$ cat src/rtl/button_event_controller.sv
// Multi-channel active-low push-button controller.
// Each channel runs an early-response debounce FSM clocked by a shared
// prescaler tick; press/release edges are parked in one pending slot per
// channel and a round-robin arbiter serializes them onto a valid/ready
// event stream.
module button_event_controller #(
  parameter int N        = 4,
  parameter int IDXW     = 2,
  parameter int TICK_DIV = 100000,
  parameter int DB_TICKS = 20
) (
  input  logic            clk,
  input  logic            rst,
  input  logic [N-1:0]    sw_low,
  output logic [N-1:0]    db,
  output logic            evt_valid,
  input  logic            evt_ready,
  output logic [IDXW-1:0] evt_idx,
  output logic            evt_press,
  output logic            overflow,
  input  logic            overflow_clr
);

  localparam int PW = $clog2(TICK_DIV);
  localparam int CW = $clog2(DB_TICKS + 1);

  typedef enum logic [1:0] {
    S_IDLE  = 2'd0,
    S_WAIT1 = 2'd1,
    S_ONE   = 2'd2,
    S_WAIT0 = 2'd3
  } state_t;

  // ---- Stage p0/p1: two-flop synchronizer, idles at 1 (released) ----
  logic [N-1:0] sync_p0;
  logic [N-1:0] sync_p1;
  logic [N-1:0] p;

  // Bring the asynchronous switch levels into the clk domain
  always_ff @(posedge clk) begin
    if (rst) begin
      sync_p0 <= '1;
      sync_p1 <= '1;
    end else begin
      sync_p0 <= sw_low;
      sync_p1 <= sync_p0;
    end
  end

  // Active-high "pressed" view of the synchronized levels
  assign p = ~sync_p1;

  // ---- Shared debounce prescaler ----
  logic [PW-1:0] presc;
  logic          tick;

  assign tick = (presc == PW'(TICK_DIV - 1));

  // Free-running 0..TICK_DIV-1 counter; tick marks the wrap cycle
  always_ff @(posedge clk) begin
    if (rst) begin
      presc <= '0;
    end else if (tick) begin
      presc <= '0;
    end else begin
      presc <= presc + PW'(1);
    end
  end

  // ---- Stage p2: per-channel debounce FSMs ----
  state_t        state     [N];
  state_t        state_nxt [N];
  logic [CW-1:0] cnt       [N];
  logic [CW-1:0] cnt_nxt   [N];
  logic [N-1:0]  raise_evt;
  logic [N-1:0]  raise_press;

  // State register; db is registered from the next state so it never glitches
  always_ff @(posedge clk) begin
    if (rst) begin
      for (int i = 0; i < N; i++) begin
        state[i] <= S_IDLE;
        cnt[i]   <= '0;
      end
      db <= '0;
    end else begin
      for (int i = 0; i < N; i++) begin
        state[i] <= state_nxt[i];
        cnt[i]   <= cnt_nxt[i];
        db[i]    <= (state_nxt[i] == S_WAIT1) || (state_nxt[i] == S_ONE);
      end
    end
  end

  // Next-state logic: act on the first edge, then ignore input for DB_TICKS ticks
  always_comb begin
    for (int i = 0; i < N; i++) begin
      state_nxt[i] = state[i];
      cnt_nxt[i]   = cnt[i];
      case (state[i])
        S_IDLE: begin
          if (p[i]) begin
            state_nxt[i] = S_WAIT1;
            cnt_nxt[i]   = CW'(DB_TICKS);
          end
        end
        S_WAIT1: begin
          if (tick) begin
            cnt_nxt[i] = cnt[i] - CW'(1);
            if (cnt[i] == CW'(1)) begin
              state_nxt[i] = S_ONE;
            end
          end
        end
        S_ONE: begin
          if (!p[i]) begin
            state_nxt[i] = S_WAIT0;
            cnt_nxt[i]   = CW'(DB_TICKS);
          end
        end
        S_WAIT0: begin
          if (tick) begin
            cnt_nxt[i] = cnt[i] - CW'(1);
            if (cnt[i] == CW'(1)) begin
              state_nxt[i] = S_IDLE;
            end
          end
        end
        default: begin
          state_nxt[i] = S_IDLE;
          cnt_nxt[i]   = '0;
        end
      endcase
    end
  end

  // Event outputs: an edge is raised in the same cycle the FSM accepts it
  always_comb begin
    raise_evt   = '0;
    raise_press = '0;
    for (int i = 0; i < N; i++) begin
      raise_evt[i]   = ((state[i] == S_IDLE) && p[i]) ||
                       ((state[i] == S_ONE) && !p[i]);
      raise_press[i] = (state[i] == S_IDLE);
    end
  end

  // ---- Pending slots and round-robin arbiter ----
  logic [N-1:0]    pend_vld;
  logic [N-1:0]    pend_kind;
  logic [N-1:0]    take;
  logic [N-1:0]    drop;
  logic [IDXW-1:0] rr;
  logic [IDXW-1:0] rr_nxt;
  logic            load;
  logic            hi_vld;
  logic [IDXW-1:0] hi_idx;
  logic            hi_kind;
  logic            lo_vld;
  logic [IDXW-1:0] lo_idx;
  logic            lo_kind;
  logic            grant_vld;
  logic [IDXW-1:0] grant_idx;
  logic            grant_kind;

  // Output register can take a new event when empty or being consumed
  assign load = ~evt_valid | evt_ready;

  // Lowest pending channel at/after rr, else lowest overall (the wrap-around case)
  always_comb begin
    hi_vld  = 1'b0;
    hi_idx  = '0;
    hi_kind = 1'b0;
    lo_vld  = 1'b0;
    lo_idx  = '0;
    lo_kind = 1'b0;
    for (int i = N - 1; i >= 0; i--) begin
      if (pend_vld[i]) begin
        lo_vld  = 1'b1;
        lo_idx  = IDXW'(i);
        lo_kind = pend_kind[i];
        if (IDXW'(i) >= rr) begin
          hi_vld  = 1'b1;
          hi_idx  = IDXW'(i);
          hi_kind = pend_kind[i];
        end
      end
    end
    grant_vld  = lo_vld;
    grant_idx  = hi_vld ? hi_idx : lo_idx;
    grant_kind = hi_vld ? hi_kind : lo_kind;
    rr_nxt     = (grant_idx == IDXW'(N - 1)) ? '0 : grant_idx + IDXW'(1);
  end

  // Per-slot transfer and drop decisions; a slot emptied this cycle may refill
  always_comb begin
    take = '0;
    drop = '0;
    for (int i = 0; i < N; i++) begin
      take[i] = load && grant_vld && (grant_idx == IDXW'(i));
      drop[i] = raise_evt[i] && pend_vld[i] && !take[i];
    end
  end

  // Pending slot storage: new edge wins over an outgoing one, else the old one stays
  always_ff @(posedge clk) begin
    if (rst) begin
      pend_vld  <= '0;
      pend_kind <= '0;
    end else begin
      for (int i = 0; i < N; i++) begin
        if (raise_evt[i] && (!pend_vld[i] || take[i])) begin
          pend_vld[i]  <= 1'b1;
          pend_kind[i] <= raise_press[i];
        end else if (take[i]) begin
          pend_vld[i] <= 1'b0;
        end
      end
    end
  end

  // ---- Output register ----
  // Event stream register and round-robin pointer; payload holds while stalled
  always_ff @(posedge clk) begin
    if (rst) begin
      evt_valid <= 1'b0;
      evt_idx   <= '0;
      evt_press <= 1'b0;
      rr        <= '0;
    end else if (load) begin
      evt_valid <= grant_vld;
      if (grant_vld) begin
        evt_idx   <= grant_idx;
        evt_press <= grant_kind;
        rr        <= rr_nxt;
      end
    end
  end

  // Sticky drop flag; a new drop takes priority over a clear in the same cycle
  always_ff @(posedge clk) begin
    if (rst) begin
      overflow <= 1'b0;
    end else if (|drop) begin
      overflow <= 1'b1;
    end else if (overflow_clr) begin
      overflow <= 1'b0;
    end
  end

endmodule
$ cat config.mk
export PLATFORM = sky130hd
export DESIGN_NAME = button_event_controller
export DESIGN_NICKNAME = d
export VERILOG_FILES = /design/src/rtl/button_event_controller.sv
export SDC_FILE = /design/constraint.sdc
export NUM_CORES = 1
export LEC_CHECK = 0
export ABC_AREA = 1
export BUFFER_PORTS_ARGS = -buffer_cell sky130_fd_sc_hd__buf_2
export CAP_MARGIN = 20
export CORE_UTILIZATION = 40
export DETAILED_ROUTE_END_ITERATION = 6
export PLACE_DENSITY_LB_ADDON = 0.25
export SETUP_SLACK_MARGIN = 0.05
export SLEW_MARGIN = 15
export SYNTH_ARGS = -nofsm -noshare
export SYNTH_HDL_FRONTEND = slang
export SYNTH_SLANG_ARGS = --single-unit
$ cat constraint.sdc
create_clock -name clk -period 4.31 [get_ports clk]
set_clock_uncertainty 0.2 [all_clocks]
set_input_delay 0.431 -clock clk [delete_from_list [all_inputs] [get_ports clk]]
set_output_delay 0.431 -clock clk [all_outputs]
set_load 0.03 [all_outputs]
==> results of run 1 <==
==> cells by family (layout without fill, tap and decap cells) <==
kind of cell	count (synthesis)	count (layout)
simple gates	259	259
xor+xnor	6	6
buf+inv	77	101
flops	72	72
fa+ha+maj	13	13
compound gates	80	80
==> worst paths after layout <==
check / from / endpoint / slack, ps / cells past startpoint
max: rr[1] / pend_kind[3] / 2100 / 12
min reg2reg: sync_p0[1] / sync_p1[1] / 210 / 1
min: sw_low[2] / sync_p0[2] / 70 / 2
max reg2reg: rr[1] / pend_kind[3] / 2100 / 12
==> per-stage QoR <==
stage,hold WS (ps),cells,power [mW],utilization,setup slack [ps]
after global routing,52.4,639,1.47,0.457,1850
final,68.9,639,1.40,0.457,2100
after detailed placement,193,623,0.879,0.434,1950
after global placement,193,623,0.876,0.434,1990
after floorplan,189,507,0.842,-,2460
after CTS,62.8,639,1.41,0.457,2110
==> per-layer routing <==
layer,up-vias,share of wire,global-route usage
li1,1664,-,-
met1,1402,0.46,0.185
met2,29,0.50,0.293
met3,12,0.023,0.0354
met4,0,0.019,0.0597
met5,-,0,0
==> cells in the final DEF, fill, tap and decap left out, drive strengths merged <==
| cell type | count |
|---|---|
| nand2 | 115 |
| dfxtp | 72 |
| inv | 65 |
| nor2 | 58 |
| nand3 | 51 |
| a21oi | 49 |
| o21ai | 23 |
| buf | 16 |
| or2 | 16 |
| ha | 13 |
| clkbuf | 12 |
| nor3 | 8 |
| xor2 | 6 |
| clkinv | 5 |
| nand4 | 5 |
| nand3b | 4 |
| a31oi | 2 |
| nor3b | 2 |
| a21boi | 2 |
| clkinvlp | 2 |
| o21bai | 1 |
| a211oi | 1 |
| o211ai | 1 |
| o21a | 1 |
| bufinv | 1 |
==> cell type report <==
type	instances	area (µm²)	share of cell area
clock buffer	12	145	0.0365
tap	108	135	0.0339
sequential	72	1440	0.362
multi-input combinational	358	1870	0.469
timing repair buffer	16	80.1	0.0201
inverter	69	259	0.0651
clock inverter	4	53.8	0.0135
==> power by group <==
group,switching [mW],total [mW],internal [mW],leakage [nW]
Sequential,0.0215,0.715,0.693,0.587
Clock,0.253,0.538,0.285,0.0928
Combinational,0.0980,0.148,0.0501,1.02
==> state kept, by name, summed over array words and instances (netlist names) <==
| name | cells |
|---|---|
| cnt | 20 |
| presc | 17 |
| state | 8 |
| db | 4 |
| pend_kind | 4 |
| pend_vld | 4 |
| sync_p0 | 4 |
| sync_p1 | 4 |
| evt_idx | 2 |
| rr | 2 |
| evt_press | 1 |
| evt_valid | 1 |
| overflow | 1 |
==> metrics.yaml, run 1 <==
fin_crit_sh: 0.512
synthCells: 507
synth_xor_area_frac: 0.0146
synthAdderAreaFrac: 0.0451
fmax_mhz: 453
crit_fanout: 5
ant_nets: 0
synth_most_common_cell: "nand2_1"
syn-cell-area_um2: 3600
ys_ff_latch: 72
worstPathArrival_ps: 2190
vias: 3107
cts_num_sinks: 72
clock_latency_ps: 340
die-width_um: 96.9
grt_max_degree: 43
first_pass_iters: 4
yosysUniqueCellTypes: 36
cts_tree: "done"
slowest_stage: "dfxtp_1"
numCtsBuffers: 9
p_leak_nw: 1.70
n_fill_cell: 835
port_buffers: 16
drv_cap: 0
areaGrowthSynthToFinish_pct: 10.5
hold_path_class: "in2reg"
final.min_clock_period_ps: 2210
setup_violations: 0
cpLargestDelayFamily: "simple AND/OR/NAND/NOR gates"
n_antenna_cell: 0
synth.yosys.seq_area_share: 0.400
worstMarginPinSlew_ps: 756
wl_per_cell_um: 10.9
drt_wl_total_um: 6960
track_usage: 0.162
hold_buffers: 0
synthArstFlopShare: 0
clk_transition_reported_paths_ps: 80
grt_pass1_wl_um: 12600
post_cts_buffers: 0
synthTopCellsByArea: "dfxtp_1 40%, nand2_1 11%, nand3_1 6.9%, a21oi_1 6.8%, inv_1 6.4%"
root_buffer: "clkbuf_8"
placedInstanceArea_um2: 3780
initial_core_util: 0.413
dieArea_um2: 9390
slew-limit-headroom: 0.496
rsz0062_at_grt: "false"
critical_path_required_ps: 4290
final_nets: 547
synth_common_cells: "109 x nand2_1, 72 x dfxtp_1, 61 x inv_1, 53 x nor2_1, 50 x nand3_1"
startpoint_type: "flip-flop"
cts.path.max_buffers: 2
syn_area_per_cell_um2: 7.11
slew_violations: 0
placementRows: 34
synth_simple_gate_area_frac: 0.342
via_per_inst: 4.86
ioPinCount: 17
power_density_nw_per_um2: 352
crit_chain: "nand2_1 -> nand2_1 -> nand2_1 -> nor2_1 -> nand2_1 -> nand2_1 -> inv_1 -> ha_1 -> a21oi_1 -> inv_1 -> nand3_1 -> a21oi_1"
final_area_um2: 3980
dp_hpwl_um: 5060
synth_top_family_by_area: "simple AND/OR/NAND/NOR gates"
ir_drop_uv: 197
core-area_um2: 8720
drive_gt1_frac: 0.122
die_h_um: 96.9
synth-edff-count: 0
endpoint_kind: "flip-flop"
max_stage_delay_ps: 370
muxShareOfSynthArea: 0
grt_pass1_vias: 3000
synth_compound_area_frac: 0.116
drcViolationCount: 0
grt-ovfl-total: 0
netlist.area_leader.share: 0.400
synth_nets: 528
cts-htree-levels: 3
setup_tns_ps: 0
detail_route.iter0.violations: 107
gp_congestion: 0.852
status: "finished clean"
crit_buf_inv: 2
finalHoldViolations: 0
worstSetupPathType: "reg2reg"
synth-main-ff-cell: "dfxtp_1"
ys_warn_count: 0
yosysTopAreaCell: "dfxtp_1"
grt_antenna_before_repair: 0
timing.critical_path.mode_cell: "nand2_1"
post_cts_resized: 0
No activity file was read; power rests on OpenSTA's default activity.
==> run 2, diff against run 1 <==
==> constraint.sdc (replaced) <==
create_clock -name clk -period 2.2 [get_ports clk]
set_clock_uncertainty 0.2 [all_clocks]
set_input_delay 0.22 -clock clk [delete_from_list [all_inputs] [get_ports clk]]
set_output_delay 0.22 -clock clk [all_outputs]
set_load 0.03 [all_outputs]
==> metrics.yaml, run 2 (same netlist as run 1, synthesis figures left out) <==
grt_antenna_before_repair: 0
initial_core_util: 0.413
final_core_util: 0.468
rsz0062_at_grt: "false"
fmax_mhz: 524
layout_setup_ws_ps: 293
ant_nets: 0
largest_register_ffs: 20
endpoint_kind: "flip-flop"
layout.cells.non_filler: 645
track_usage: 0.165
detail_route.iter0.violations: 111
reg2reg_depth: 12
finalHoldViolations: 0
dp_hpwl_um: 5130
cp-startpoint: "pend_vld[1]"
setup_violations: 0
final.min_clock_period_ps: 1910
r2r_slack_ps: 290
grt_util_met3: 0.0390
final_area_um2: 4080
timing.rr.start: "pend_vld[1]"
final_nets: 555
grtUsageMet2: 0.276
place_inst: 625
whs_ps: 19.8
regMostFlops: "cnt"
root_buffer: "clkbuf_8"
drt_wl_total_um: 7270
wl_per_cell_um: 11.3
power_mw: 2.87
port_buffers: 16
areaGrowthSynthToFinish_pct: 13.2
dieArea_um2: 9390
top_regs: "cnt x20, presc x17, state x8"
die_h_um: 96.9
ioPinCount: 17
hold_path_class: "in2reg"
clock_latency_ps: 340
mostFrequentLayoutCell: "nand2_1"
power_density_nw_per_um2: 703
crit_fanout: 7
placedInstanceArea_um2: 3800
startpoint_type: "flip-flop"
grtUsageMet1: 0.206
slew_violations: 0
vias: 3136
reg2reg_to: "overflow"
drv_cap: 0
first_pass_iters: 4
slew-limit-headroom: 0.637
grt_max_degree: 42
via_per_inst: 4.86
setup_tns_ps: 0
core-area_um2: 8720
grt_pass1_vias: 2993
n_antenna_cell: 0
ir_drop_uv: 404
critical_path_required_ps: 2280
status: "finished clean"
cts-htree-levels: 3
fin_crit_sh: 0.867
grt-ovfl-total: 0
grt.busiest_layer: "met2"
worstPathArrival_ps: 1990
die-width_um: 96.9
clk_transition_reported_paths_ps: 70
p_leak_nw: 1.75
grt_pass1_wl_um: 12900
worstMarginPinSlew_ps: 538
drcViolationCount: 0
cts.path.max_buffers: 2
crit_end: "overflow"
numCtsBuffers: 9
layout_common_cells: "106 x nand2_1, 71 x dfxtp_1, 61 x inv_1, 52 x nor2_1, 50 x nand3_1"
worstSetupPathType: "reg2reg"
placementRows: 34
gp_congestion: 0.827
cts_num_sinks: 72
place_ws_ps: 90.0
cts_tree: "done"
drive_gt1_frac: 0.142
-- run 2: how the worst min path moves through the flow --
stage	from	to	slack [ps]	depth (start not counted)
floorplan	sw_low[0]	sync_p0[0]	120	1
global placement	sync_p0[2]	sync_p1[2]	200	1
detailed placement	sync_p0[2]	sync_p1[2]	190	1
CTS	overflow_clr	overflow	20	4
global route	overflow_clr	overflow	50	4
finish	overflow_clr	overflow	20	4
-- run 2: metal layers --
layer  vias to the layer above  wire (µm)  share of wire
met4                         0         91          0.013
met5                         -          0              0
met3                         8        163          0.022
met2                        24       3470           0.48
met1                      1422       3540           0.49
li1                       1682          -              -
-- run 2: area by class of cell --
| cell class | instances | area (µm²) |
|---|---|---|
| Inverter | 69 | 259 |
| Clock inverter | 4 | 70.1 |
| Multi-Input combinational cell | 358 | 1880 |
| Timing Repair Buffer | 24 | 150 |
| Fill cell | 877 | 4640 |
| Sequential cell | 72 | 1440 |
| Clock buffer | 10 | 138 |
| Tap cell | 108 | 135 |
-- run 2: repair_timing --
| item | in CTS | in global routing |
|---|---|---|
| endpoints found under the hold margin | 4 | 0 |
| buffers inserted | 0 | 2 |
| setup endpoints to repair | 0 | 6 |
| hold buffers | 4 | 0 |
| gates resized for setup | 0 | 8 |
-- run 2: power by group --
| group | total (mW) | internal, mW | leakage, nW | switching [mW] |
|---|---|---|---|---|
| Sequential | 1.40 | 1.36 | 0.587 | 0.0447 |
| Combinational | 0.321 | 0.117 | 1.06 | 0.203 |
| Clock | 1.14 | 0.654 | 0.108 | 0.490 |
| Total | 2.87 | 2.13 | 1.75 | 0.738 |
-- run 2: worst max-delay path: stages, from the launching register on --
cell and delay (ps):
dfxtp_1 380, nand2_1 130, nand2_1 90, nor2_2 140, nand2_1 80, nand2_2 100
inv_1 70, ha_1 210, a21oi_2 170, nand2_1 70, o211ai_1 80, nor2_1 60
nor2_1 70
==> run 3, diff against run 2 <==
--- a/config.mk
+++ b/config.mk
@@ -8,7 +8,7 @@
 export ABC_AREA = 1
 export BUFFER_PORTS_ARGS = -buffer_cell sky130_fd_sc_hd__buf_2
 export CAP_MARGIN = 20
-export CORE_UTILIZATION = 40
+export CORE_UTILIZATION = 25
 export DETAILED_ROUTE_END_ITERATION = 6
 export PLACE_DENSITY_LB_ADDON = 0.25
 export SETUP_SLACK_MARGIN = 0.05
==> metrics.yaml, run 3 (same netlist as run 1, synthesis figures left out) <==
cts-htree-levels: 3
setup_violations: 0
cp.depth: 13
n_fill_cell: 1504
drv_cap: 0
grt_antenna_before_repair: 0
clock_latency_ps: 340
fmax_mhz: 511
ir_drop_uv: 348
grt-ovfl-total: 0
p_comb_frac: 0.098
whs_ps: 5.31
n_antenna_cell: 0
swShare: 0.253
final.min_clock_period_ps: 1960
crit_fanout: 5
drcViolationCount: 0
seq_power_share: 0.442
fin_crit_sh: 0.890
power.share.clock: 0.460
worstMarginPinSlew_ps: 480
detail_route.iter0.violations: 164
cpLargestDelayFamily: "simple AND/OR/NAND/NOR gates"
placementRows: 43
track_usage: 0.118
crit_chain: "nand2_1 -> nand2_1 -> nand2_1 -> nor2_2 -> nand2_1 -> nand2_2 -> inv_1 -> ha_1 -> a21oi_2 -> nand2_1 -> o211ai_1 -> nor2_1 -> nor2_1"
top_regs: "cnt x20, presc x17, state x8"
numCtsBuffers: 9
hold_path_class: "in2reg"
port_buffers: 16
rsz0062_at_grt: "false"
largest_register_ffs: 20
startpoint_type: "flip-flop"
hp-start: "rst"
status: "finished clean"
slew-limit-headroom: 0.677
core-area_um2: 14000
slew_violations: 0
hold_depth: 2
cts.path.max_buffers: 2
cts_tree: "done"
drive_gt1_frac: 0.141
initial_core_util: 0.258
dieArea_um2: 14900
layout_common_cells: "107 x nand2_1, 71 x dfxtp_1, 61 x inv_1, 52 x nor2_1, 50 x nand3_1"
power_density_nw_per_um2: 747
slowest_stage: "dfxtp_2"
cts_num_sinks: 72
p_leak_nw: 1.79
gp_congestion: 0.769
critical_path_required_ps: 2270
drt_wl_total_um: 7600
crit_buf_inv: 1
grt_pass1_vias: 2913
cp-startpoint: "rr[1]"
final_core_util: 0.304
p_switching_mw: 0.803
ant_nets: 0
max_stage_delay_ps: 350
timing.rr.start: "rr[1]"
endpoint_kind: "flip-flop"
final_nets: 555
reg2reg_depth: 13
mostFrequentLayoutCell: "nand2_1"
grt_max_degree: 23
clk_transition_reported_paths_ps: 60
worstSetupPathType: "reg2reg"
first_pass_iters: 4
post_cts_buffers: 0
ioPinCount: 17
die-width_um: 122
dp_hpwl_um: 5580
power.internal_mw: 2.38
setup_tns_ps: 0
areaGrowthSynthToFinish_pct: 18.2
wl_per_cell_um: 10.6
timing.critical_path.mode_cell: "nand2_1"
via_per_inst: 4.31
die_h_um: 122
root_buffer: "clkbuf_16"
grt_pass1_wl_um: 13600
vias: 3099
regMostFlops: "cnt"
worstPathArrival_ps: 2030
finalHoldViolations: 0
r2r_slack_ps: 240
run 3: cell types whose count changed in the layout (fill, tap and decap cells not counted), sizes merged:
cell / delta
clkbuf: +1
clkinvlp: +1
bufinv: -1
clkinv: +1
run 3: layout make-up:
cell class	count	area [µm²]	area share
Inverter	69	259	0.0608
Tap cell	180	225	0.0529
Clock buffer	11	243	0.0570
Clock inverter	5	56.3	0.0132
Multi-Input combinational cell	358	1880	0.442
Sequential cell	72	1440	0.339
Timing Repair Buffer	24	150	0.0353
run 3: routing by layer:
metal	global-route usage	share of wire	vias up
met5	0	0	-
met4	0.0640	0.024	0
met3	0.0267	0.028	12
met2	0.176	0.43	36
met1	0.155	0.52	1363
li1	-	-	1688
run 3: stage by stage:
step | power [mW] | std cells | worst slack, ps | cell area (µm²)
2_1_floorplan | 1.65 | 507 | 355 | 3600
3_3_place_gp | 1.73 | 699 | 186 | 3900
3_5_place_dp | 1.73 | 699 | 85.2 | 3900
4_1_cts | 3.22 | 719 | 75.5 | 4240
5_1_grt | 3.35 | 719 | 68.0 | 4260
6_report | 3.18 | 719 | 243 | 4260
run 3: power groups by stage:
stage | registers, mW | logic, mW | clock network [mW]
4_1_cts | 1.40 | 0.307 | 1.51
3_3_place_gp | 1.43 | 0.301 | 0
6_report | 1.41 | 0.312 | 1.46
2_1_floorplan | 1.45 | 0.200 | 0
3_5_place_dp | 1.43 | 0.301 | 0
5_1_grt | 1.41 | 0.359 | 1.58
run 3: timing repair:
item                       4_1_cts  5_1_grt
gates resized for setup          0        6
hold buffers                     4        0
hold endpoints to repair         4        0
setup endpoints to repair        0        4
run 3: worst paths after layout:
path	to
setup reg to reg	overflow
hold reg to reg	sync_p1[0]
hold / removal	cnt[0][1]
setup / recovery	overflow
